`src/rtl/VGA_Timing.sv`:
```
// VGA_Timing: shared timing-stream record produced by the VGA timing generator
package vga_timing_pkg;
  typedef struct packed {
    logic valid;
    logic end_of_frame;
    logic end_of_line;
    logic next_line_visible;
  } VGA_Timing;
endpackage

```
`src/rtl/vga_line_fetch_scheduler_pkg.sv`:
```
// vga_line_fetch_scheduler_pkg: shared video constants and the line-fetch FSM state type
package vga_line_fetch_scheduler_pkg;
  localparam int FETCH_WORD_BITS = 16;
  typedef enum logic [1:0] {IDLE, ISSUE, WAIT_DATA} fetch_state_t;
endpackage

```
`src/rtl/vga_line_fetch_scheduler_burst_counter.sv`:
```
// line_fetch_burst_counter: word-within-burst and burst-within-line counters for one line fetch
module line_fetch_burst_counter #(
  parameter int BURST_WORDS = 8,
  parameter int BURSTS = 40,
  parameter int WB = 3,
  parameter int BI = 6
) (
  input  logic          clk_i,
  input  logic          rst_i,
  input  logic          word_inc,
  output logic [WB-1:0] word_idx,
  output logic [BI-1:0] burst_idx,
  output logic          last_word,
  output logic          last_burst
);
  assign last_word = word_idx == WB'(BURST_WORDS - 1);
  assign last_burst = burst_idx == BI'(BURSTS - 1);
  // count returned words, rolling into the next burst and back to burst 0 once the line is complete
  always_ff @(posedge clk_i or posedge rst_i)
    if (rst_i) begin
      word_idx <= '0;
      burst_idx <= '0;
    end else if (word_inc) begin
      word_idx <= last_word ? '0 : word_idx + 1'b1;
      if (last_word) burst_idx <= last_burst ? '0 : burst_idx + 1'b1;
    end
endmodule

```
`src/rtl/vga_line_fetch_scheduler.sv`:
```
// vga_line_fetch_scheduler: fetches the next visible line into the idle line-buffer bank; VGA_FETCH_LINE_DOUBLING_EN shows each line twice
module vga_line_fetch_scheduler
  import vga_line_fetch_scheduler_pkg::*, vga_timing_pkg::*;
#(
  parameter int LINE_WORDS = 320,
  parameter int BURST_WORDS = 8,
`ifdef VGA_FETCH_LINE_DOUBLING_EN
  parameter int LINES = 240,
`else
  parameter int LINES = 480,
`endif
  parameter int ADDR_WIDTH = 24
) (
  input  logic                         clk_i,
  input  logic                         rst_i,
  input  VGA_Timing                    timing_i,
  input  logic                         enable_i,
  input  logic [ADDR_WIDTH-1:0]        fb_base_i,
  output logic                         rd_req_o,
  output logic [ADDR_WIDTH-1:0]        rd_addr_o,
  input  logic                         rd_gnt_i,
  input  logic                         rd_valid_i,
  input  logic [FETCH_WORD_BITS-1:0]   rd_data_i,
  output logic                         lb_we_o,
  output logic [$clog2(LINE_WORDS):0]  lb_waddr_o,
  output logic [FETCH_WORD_BITS-1:0]   lb_wdata_o,
  output logic                         lb_bank_o,
  output logic                         busy_o,
  output logic                         underrun_o
);
  localparam int WI = $clog2(LINE_WORDS);
  localparam int BURSTS = LINE_WORDS / BURST_WORDS;
  localparam int WB = BURST_WORDS > 1 ? $clog2(BURST_WORDS) : 1;
  localparam int BI = BURSTS > 1 ? $clog2(BURSTS) : 1;
  localparam int CW = $clog2(LINES + 1);

  fetch_state_t state, state_nxt;
  logic [ADDR_WIDTH-1:0] line_ptr;
  logic [CW-1:0] line_cnt;
  logic pending, next_bank, cur_bank;
  logic [WB-1:0] word_idx;
  logic [BI-1:0] burst_idx;
  logic last_word, last_burst;
  logic frame, trig, act, trig_act, fetch_req, busy, start, word_in, line_done, req_bank;

  assign frame = timing_i.valid && timing_i.end_of_frame;
  assign trig = timing_i.valid && timing_i.end_of_line && timing_i.next_line_visible && !frame;
  assign trig_act = trig && act;
  assign fetch_req = frame || (trig_act && line_cnt < CW'(LINES));
  assign busy = state != IDLE;
  assign start = state == IDLE && enable_i && (fetch_req || pending);
  assign word_in = state == WAIT_DATA && rd_valid_i;
  assign line_done = word_in && last_word && last_burst;
  assign req_bank = frame ? 1'b0 : lb_bank_o;

`ifdef VGA_FETCH_LINE_DOUBLING_EN
  logic parity;
  assign act = parity;
  // scanline parity: only every second visible line flips the bank and fetches
  always_ff @(posedge clk_i or posedge rst_i)
    if (rst_i) parity <= 1'b0;
    else parity <= frame ? 1'b0 : trig ? ~parity : parity;
`else
  assign act = 1'b1;
`endif

  line_fetch_burst_counter #(
    .BURST_WORDS(BURST_WORDS),
    .BURSTS(BURSTS),
    .WB(WB),
    .BI(BI)
  ) u_cnt (
    .clk_i(clk_i),
    .rst_i(rst_i),
    .word_inc(word_in),
    .word_idx(word_idx),
    .burst_idx(burst_idx),
    .last_word(last_word),
    .last_burst(last_burst)
  );

  // FSM state register
  always_ff @(posedge clk_i or posedge rst_i)
    if (rst_i) state <= IDLE;
    else state <= state_nxt;

  // next state: one burst outstanding at a time, back to ISSUE until the line is complete
  always_comb
    state_nxt = state == IDLE ? (start ? ISSUE : IDLE) :
                state == ISSUE ? (rd_gnt_i ? WAIT_DATA : ISSUE) :
                (word_in && last_word) ? (last_burst ? IDLE : ISSUE) : WAIT_DATA;

  // FSM outputs: request and its address are held for the whole ISSUE state
  always_comb begin
    rd_req_o = state == ISSUE;
    rd_addr_o = state == ISSUE ? line_ptr + ADDR_WIDTH'(burst_idx) * ADDR_WIDTH'(BURST_WORDS) : '0;
    busy_o = busy;
  end

  // line bookkeeping, bank selection, pending request and underrun pulse
  always_ff @(posedge clk_i or posedge rst_i)
    if (rst_i) begin
      line_ptr <= '0;
      line_cnt <= '0;
      pending <= 1'b0;
      next_bank <= 1'b0;
      cur_bank <= 1'b0;
      lb_bank_o <= 1'b0;
      underrun_o <= 1'b0;
    end else begin
      line_ptr <= frame ? fb_base_i : line_done ? line_ptr + ADDR_WIDTH'(LINE_WORDS) : line_ptr;
      line_cnt <= frame ? '0 : line_done ? line_cnt + 1'b1 : line_cnt;
      pending <= (fetch_req && busy) || (pending && !frame && !start);
      next_bank <= fetch_req ? req_bank : next_bank;
      cur_bank <= start ? (fetch_req ? req_bank : next_bank) : cur_bank;
      lb_bank_o <= trig_act ? ~lb_bank_o : lb_bank_o;
      underrun_o <= fetch_req && busy;
    end

  // register returned words into the target bank of the line being fetched
  always_ff @(posedge clk_i or posedge rst_i)
    if (rst_i) begin
      lb_we_o <= 1'b0;
      lb_waddr_o <= '0;
      lb_wdata_o <= '0;
    end else begin
      lb_we_o <= word_in;
      if (word_in) begin
        lb_waddr_o <= {cur_bank, WI'(burst_idx) * WI'(BURST_WORDS) + WI'(word_idx)};
        lb_wdata_o <= rd_data_i;
      end
    end
endmodule

```
`config.mk`:
```
export PLATFORM = sky130hd
export DESIGN_NAME = vga_line_fetch_scheduler
export DESIGN_NICKNAME = d
export VERILOG_FILES = /design/src/rtl/VGA_Timing.sv /design/src/rtl/vga_line_fetch_scheduler_pkg.sv /design/src/rtl/vga_line_fetch_scheduler_burst_counter.sv /design/src/rtl/vga_line_fetch_scheduler.sv
export SDC_FILE = /design/constraint.sdc
export NUM_CORES = 1
export LEC_CHECK = 0
export ABC_AREA = 1
export CAP_MARGIN = 20
export CORE_ASPECT_RATIO = 1.5
export CORE_UTILIZATION = 46
export DETAILED_ROUTE_END_ITERATION = 8
export GPL_TIMING_DRIVEN = 0
export PLACE_DENSITY = 0.79
export SLEW_MARGIN = 20
export SYNTH_ARGS = -nofsm -noshare
export SYNTH_HDL_FRONTEND = slang
export SYNTH_HIERARCHICAL = 1
export SYNTH_SLANG_ARGS = --single-unit
```
`constraint.sdc`:
```
create_clock -name clk_i -period 2.1 [get_ports clk_i]
set_clock_uncertainty 0.1 [all_clocks]
set_input_delay 0.42 -clock clk_i [delete_from_list [all_inputs] [get_ports clk_i]]
set_output_delay 0.42 -clock clk_i [all_outputs]
set_load 0.005 [all_outputs]
```
* After elaboration in Yosys (flattened, before gate mapping)
Index checks and enable logic that the tools add are counted.
Storage, ports and cells: bits in registers 76, input bits 49, output and inout bits 55, word-level logic and storage cells 62
Operators by class: $add $sub $neg 6, $lt $le $gt $ge 1, eq/ne operators 4, mux-type cells 15, bitwise logic cells 1, reductions and logical operators 22
Operators with widths (count):
- $mux W24 | 3
- $add A24 B9 Y24 | 1
- $add A24 B9 Y24 const B | 1
- $mux W9 | 2
- $logic_and A1 B1 Y1 | 13
- $add A9 B1 Y9 const B | 1
- $add A9 B3 Y9 | 1
- $lt A9 B9 Y1 const B | 1
- $mux W2 | 4
- $add A6 B1 Y6 const B | 1
- $eq A6 B6 Y1 const B | 1
- $mux W6 | 1
- $mux W1 | 4
- $reduce_bool A2 Y1 | 2
- $add A3 B1 Y3 const B | 1
- $eq A3 B3 Y1 const B | 1
- $logic_or A1 B1 Y1 | 3
- $mux W3 | 1
- $eq A2 B1 Y1 const B | 1
- $eq A2 B2 Y1 const B | 1
- $logic_not A1 Y1 | 2
- $logic_not A2 Y1 | 1
- $reduce_and A2 Y1 | 1
- $not A1 Y1 | 1

* Longest topological paths before layout
depth after elaboration 10, gate-level depth with buffers 12, depth with buffers taken out 12

* Modules after synthesis
The synthesis kept the hierarchy.
Modules (own cells, without submodules):
- vga_line_fetch_scheduler | instances 1, cells an instance 612, area each 4106.4 µm², sequential area each 1676.6 µm²
- line_fetch_burst_counter | instances 1, cells an instance 50, area each 485.5 µm², sequential area each 225.2 µm²

* Worst setup path before layout
OpenSTA, ideal clock, no wires.
kind register to output, start point reg u_cnt.burst_idx[0], end point out rd_addr_o[13], arrival time 1.656 ns, data required time 1.580 ns, slack -0.076 ns, cell stages (with the launch flop) 10, cells stage by stage dfrtp_1 > ha_1 > fa_1 > nand3_1 > nand3_1 > nand2_1 > nand2_1 > nand2_1 > nor2_1 > nor2_1
Between the ends: word-level cells in the longest chain between the ends 2
Ends and longest elaborated chain:
- start, declared | line vga_line_fetch_scheduler_burst_counter.sv:12 | output logic [BI-1:0] burst_idx,
- start signal, assigned | line vga_line_fetch_scheduler_burst_counter.sv:25 | if (last_word) burst_idx <= last_burst ? '0 : burst_idx + 1'b1;
- $add A24 B9 Y24 | line vga_line_fetch_scheduler.sv:96 | rd_addr_o = state == ISSUE ? line_ptr + ADDR_WIDTH'(burst_idx) * ADDR_WIDTH'(BURST_WORDS) : '0;
- $mux W24 | line vga_line_fetch_scheduler.sv:96
- end, declared | line vga_line_fetch_scheduler.sv:20 | output logic [ADDR_WIDTH-1:0] rd_addr_o,
Every way passes these cells.

* Final worst setup path
start point reg line_ptr[3], end point out rd_addr_o[21]
Between the ends: word-level cells in the longest chain between the ends 2
Ends and longest elaborated chain:
- start, declared | line vga_line_fetch_scheduler.sv:38 | logic [ADDR_WIDTH-1:0] line_ptr;
- start signal, assigned | line vga_line_fetch_scheduler.sv:111 | line_ptr <= frame ? fb_base_i : line_done ? line_ptr + ADDR_WIDTH'(LINE_WORDS) : line_ptr;
- $add A24 B9 Y24 | line vga_line_fetch_scheduler.sv:96
- $mux W24 | line vga_line_fetch_scheduler.sv:96
Every way passes these cells.

==> impl_metrics.ini <==
[outcome]
outcome = finished with violations
violations = setup timing

[finish]
fin_nets = 879
layout-drive-gt1-share_pct = 25.0
stdcell_count = 938
area_delta_synth_final_pct = 49.5
multi_input_area_sq_um = 2750
final-seq-area_sq_um = 1910
antenna_cells = 0
fillers = 735

[cts]
cts_max_level = 3
cts_buffers = 9
clockRootBuffer = clkbuf_16
clkTransAtPathRegs_ns = 0.06
cts_tree = done
hold_buffers = 0
cts_num_sinks = 76
clk_path_buf_depth = 2
insertion_delay_ns = 0.34

[floorplan]
die_area_sq_um = 10400
die_w_microns = 83.6
die_y_microns = 124
boundaryPins = 104
num_rows = 44
start_util_pct = 47.4
core_area_sq_um = 9690

[pwr]
p_leak_nw = 3.46
ir_worst_vdd_uv = 795
power.total_mw = 6.67
powerDensity_nw_per_um2 = 971

[setup_path]
critPathTopFamily = adder cells
cp-start-kind = flop
path_buf_inv = 3
cpMaxStageDelayCell = dfrtp_1
r2r_slack_ns = 0.06
reg2reg_from = u_cnt/burst_idx[0]
crit_fanout = 4
end_kind = output pin
cp.required_ns = 1.58
r2r_end = line_cnt[2]
cp_cell_sequence = ha_4, fa_2, buf_4, buf_6, nand3_4, nand2_4, nand3_2, nand2_1, nor2_1, buf_2
slowest_delay_ns = 0.42
criticalPathCategory = reg -> out
cp.arrival_ns = 2.05
r2r.worst_path.cells = 12

[detailed_routing]
post_drt_wl_per_cell_microns = 17.2
wirelength_mm = 16.1
first_pass_iters = 5
drt_iter0_markers = 324
via_per_inst = 5.51
drt.antenna.violating_nets = 0
dr_total_vias = 5165
drc = 0

[global_route]
grt_use_met1_pct = 31.1
busiest_layer = met2
grt_use_met3_pct = 5.43
grt_use_total_pct = 30.1
antenna_found_initial = 0
grt_max_degree = 26
grt_overflow = 0
grt_pass1_wl_mm = 24.6
grt_use_met2_pct = 53.6
grt_pass1_vias = 5214

[sta]
setup_tns_ns = -7.76
tightest_slew_ns = 0.591
max_freq_mhz = 389
finalSetupViolations = 20
finalHoldViolCount = 0
rsz0062_at_grt = yes
worst_slack_ns = -0.473
fin_crit_ns = 2.57
maxSlewViolCount = 0
fin_crit_sh_pct = 123
slew_headroom_pct = 60.6

[logic_synthesis]
synth_top_cell_by_area = dfrtp_1
ys_async_sr_fraction_pct = 100
yosys_warnings = 6
syn_nets = 723
netlist_instances = 662
ys_ff_latch = 76
synth_ff_type = dfrtp_1
seq_area_frac_synth_pct = 41.4
yosysUniqueCellTypes = 38
synth_top_area_share_pct = 41.4
synth_area_sq_um = 4590
avgSynthCellArea_sq_um = 6.94
netlist_top_cells_area = dfrtp_1 (41%), nand2_1 (21%), nor2_1 (6.2%)
synth-edff-count = 0

[placement]
dp_cells = 882
port_buffers = 103
hpwl_mm = 10.1
routabilityCongestion = 0.959

[job]
drv_cap = 0

[hold_path]
min_path_type = in -> async
metrics by stage:
stage	area, sq um	utilization [%]	setup WS, ns	hold WS [ns]
4_1_cts	6680	68.9	-0.485	0.355
2_1_floorplan	4600	-	0.0231	0.148
5_1_grt	6860	70.8	-0.520	0.386
3_5_place_dp	5830	60.1	-0.709	0.365
6_report	6860	70.8	-0.473	0.355
3_3_place_gp	5780	59.6	-0.679	0.361
Yosys cell counts, drive strengths merged (2+ instances only):
cell type	n
nor2	82
mux2	2
ha	11
o211ai	3
nand2	267
clkinv	2
o21a	2
o31ai	2
buf	12
inv	66
or2	5
clkbuf	5
o21ai	22
nand3	52
xor2	5
nor3	2
a21oi	26
dfrtp	76
nand3b	3
xnor2	3
a31oi	2
nand4	9
cell usage in the layout (no fill, tap or decap), types with 12 or more instances in the layout:
cell             count
a21oi_1             19
buf_2               24
buf_4               29
buf_6               14
clkdlybuf4s50_1     77
dfrtp_1             67
inv_1               55
nand2_1            233
nand2_2             21
nand2_4             12
nand3_1             39
nor2_1              61
nor2_2              12
o21ai_0             14
what timing repair did:
item                                    in CTS  in global routing
endpoints found under the setup margin      49                 47
gates resized for setup                    184                 45
setup buffers                               36                  4
pin swaps                                   41                 24
state kept, by name (all words and copies together) (netlist names):
signal,cells
lb_we_o,1
lb_wdata_o,16
cur_bank,1
u_cnt/word_idx,3
lb_waddr_o,10
next_bank,1
underrun_o,1
line_ptr,24
pending,1
lb_bank_o,1
state,2
line_cnt,9
u_cnt/burst_idx,6
area by class of cell:
cell class | count | area share [%]
multi-input cells | 501 | 40.0
flip-flops and latches | 76 | 27.9
repair buffers | 145 | 19.4
inverters | 68 | 4.03
clock buffers | 10 | 3.34
well taps | 115 | 2.10
clock inverters | 6 | 1.64
plain buffers | 17 | 1.62
where the power goes:
part / total (mW) / internal, mW / leakage, nW / switching, mW
Combinational: 2.69 / 1.28 / 2.36 / 1.41
Clock: 1.79 / 1.16 / 0.167 / 0.625
Sequential: 2.19 / 1.87 / 0.934 / 0.322
Total: 6.67 / 4.30 / 3.46 / 2.36
metal layers:
| metal | wire, microns | vias up |
|---|---|---|
| met5 | 0 | - |
| met4 | 1000 | 0 |
| met3 | 1120 | 75 |
| met2 | 8360 | 269 |
| met1 | 5660 | 2426 |
| li1 | - | 2395 |
worst max-delay path by stage:
stage / cells after the start / from / endpoint / slack [ns]
2_1_floorplan: 9 / u_cnt/burst_idx[0] / rd_addr_o[13] / 0.02
3_3_place_gp: 10 / u_cnt/burst_idx[0] / rd_addr_o[13] / -0.68
3_5_place_dp: 10 / u_cnt/burst_idx[0] / rd_addr_o[19] / -0.71
4_1_cts: 10 / line_ptr[3] / rd_addr_o[19] / -0.49
5_1_grt: 12 / u_cnt/burst_idx[5] / rd_addr_o[23] / -0.52
6_report: 10 / line_ptr[3] / rd_addr_o[21] / -0.47
kinds of logic after synthesis:
| logic type | share of synthesized area [%] |
|---|---|
| flip-flops | 41.4 |
| adder cells (fa/ha/maj) | 3.43 |
| XOR/XNOR | 1.69 |
| multiplexers | 0.490 |
| AND/OR/NAND/NOR | 38.4 |
| buffers and inverters | 7.57 |
| AO/OA/AOI/OAI | 6.95 |
Note: power is estimated with default switching activity, not from simulation.
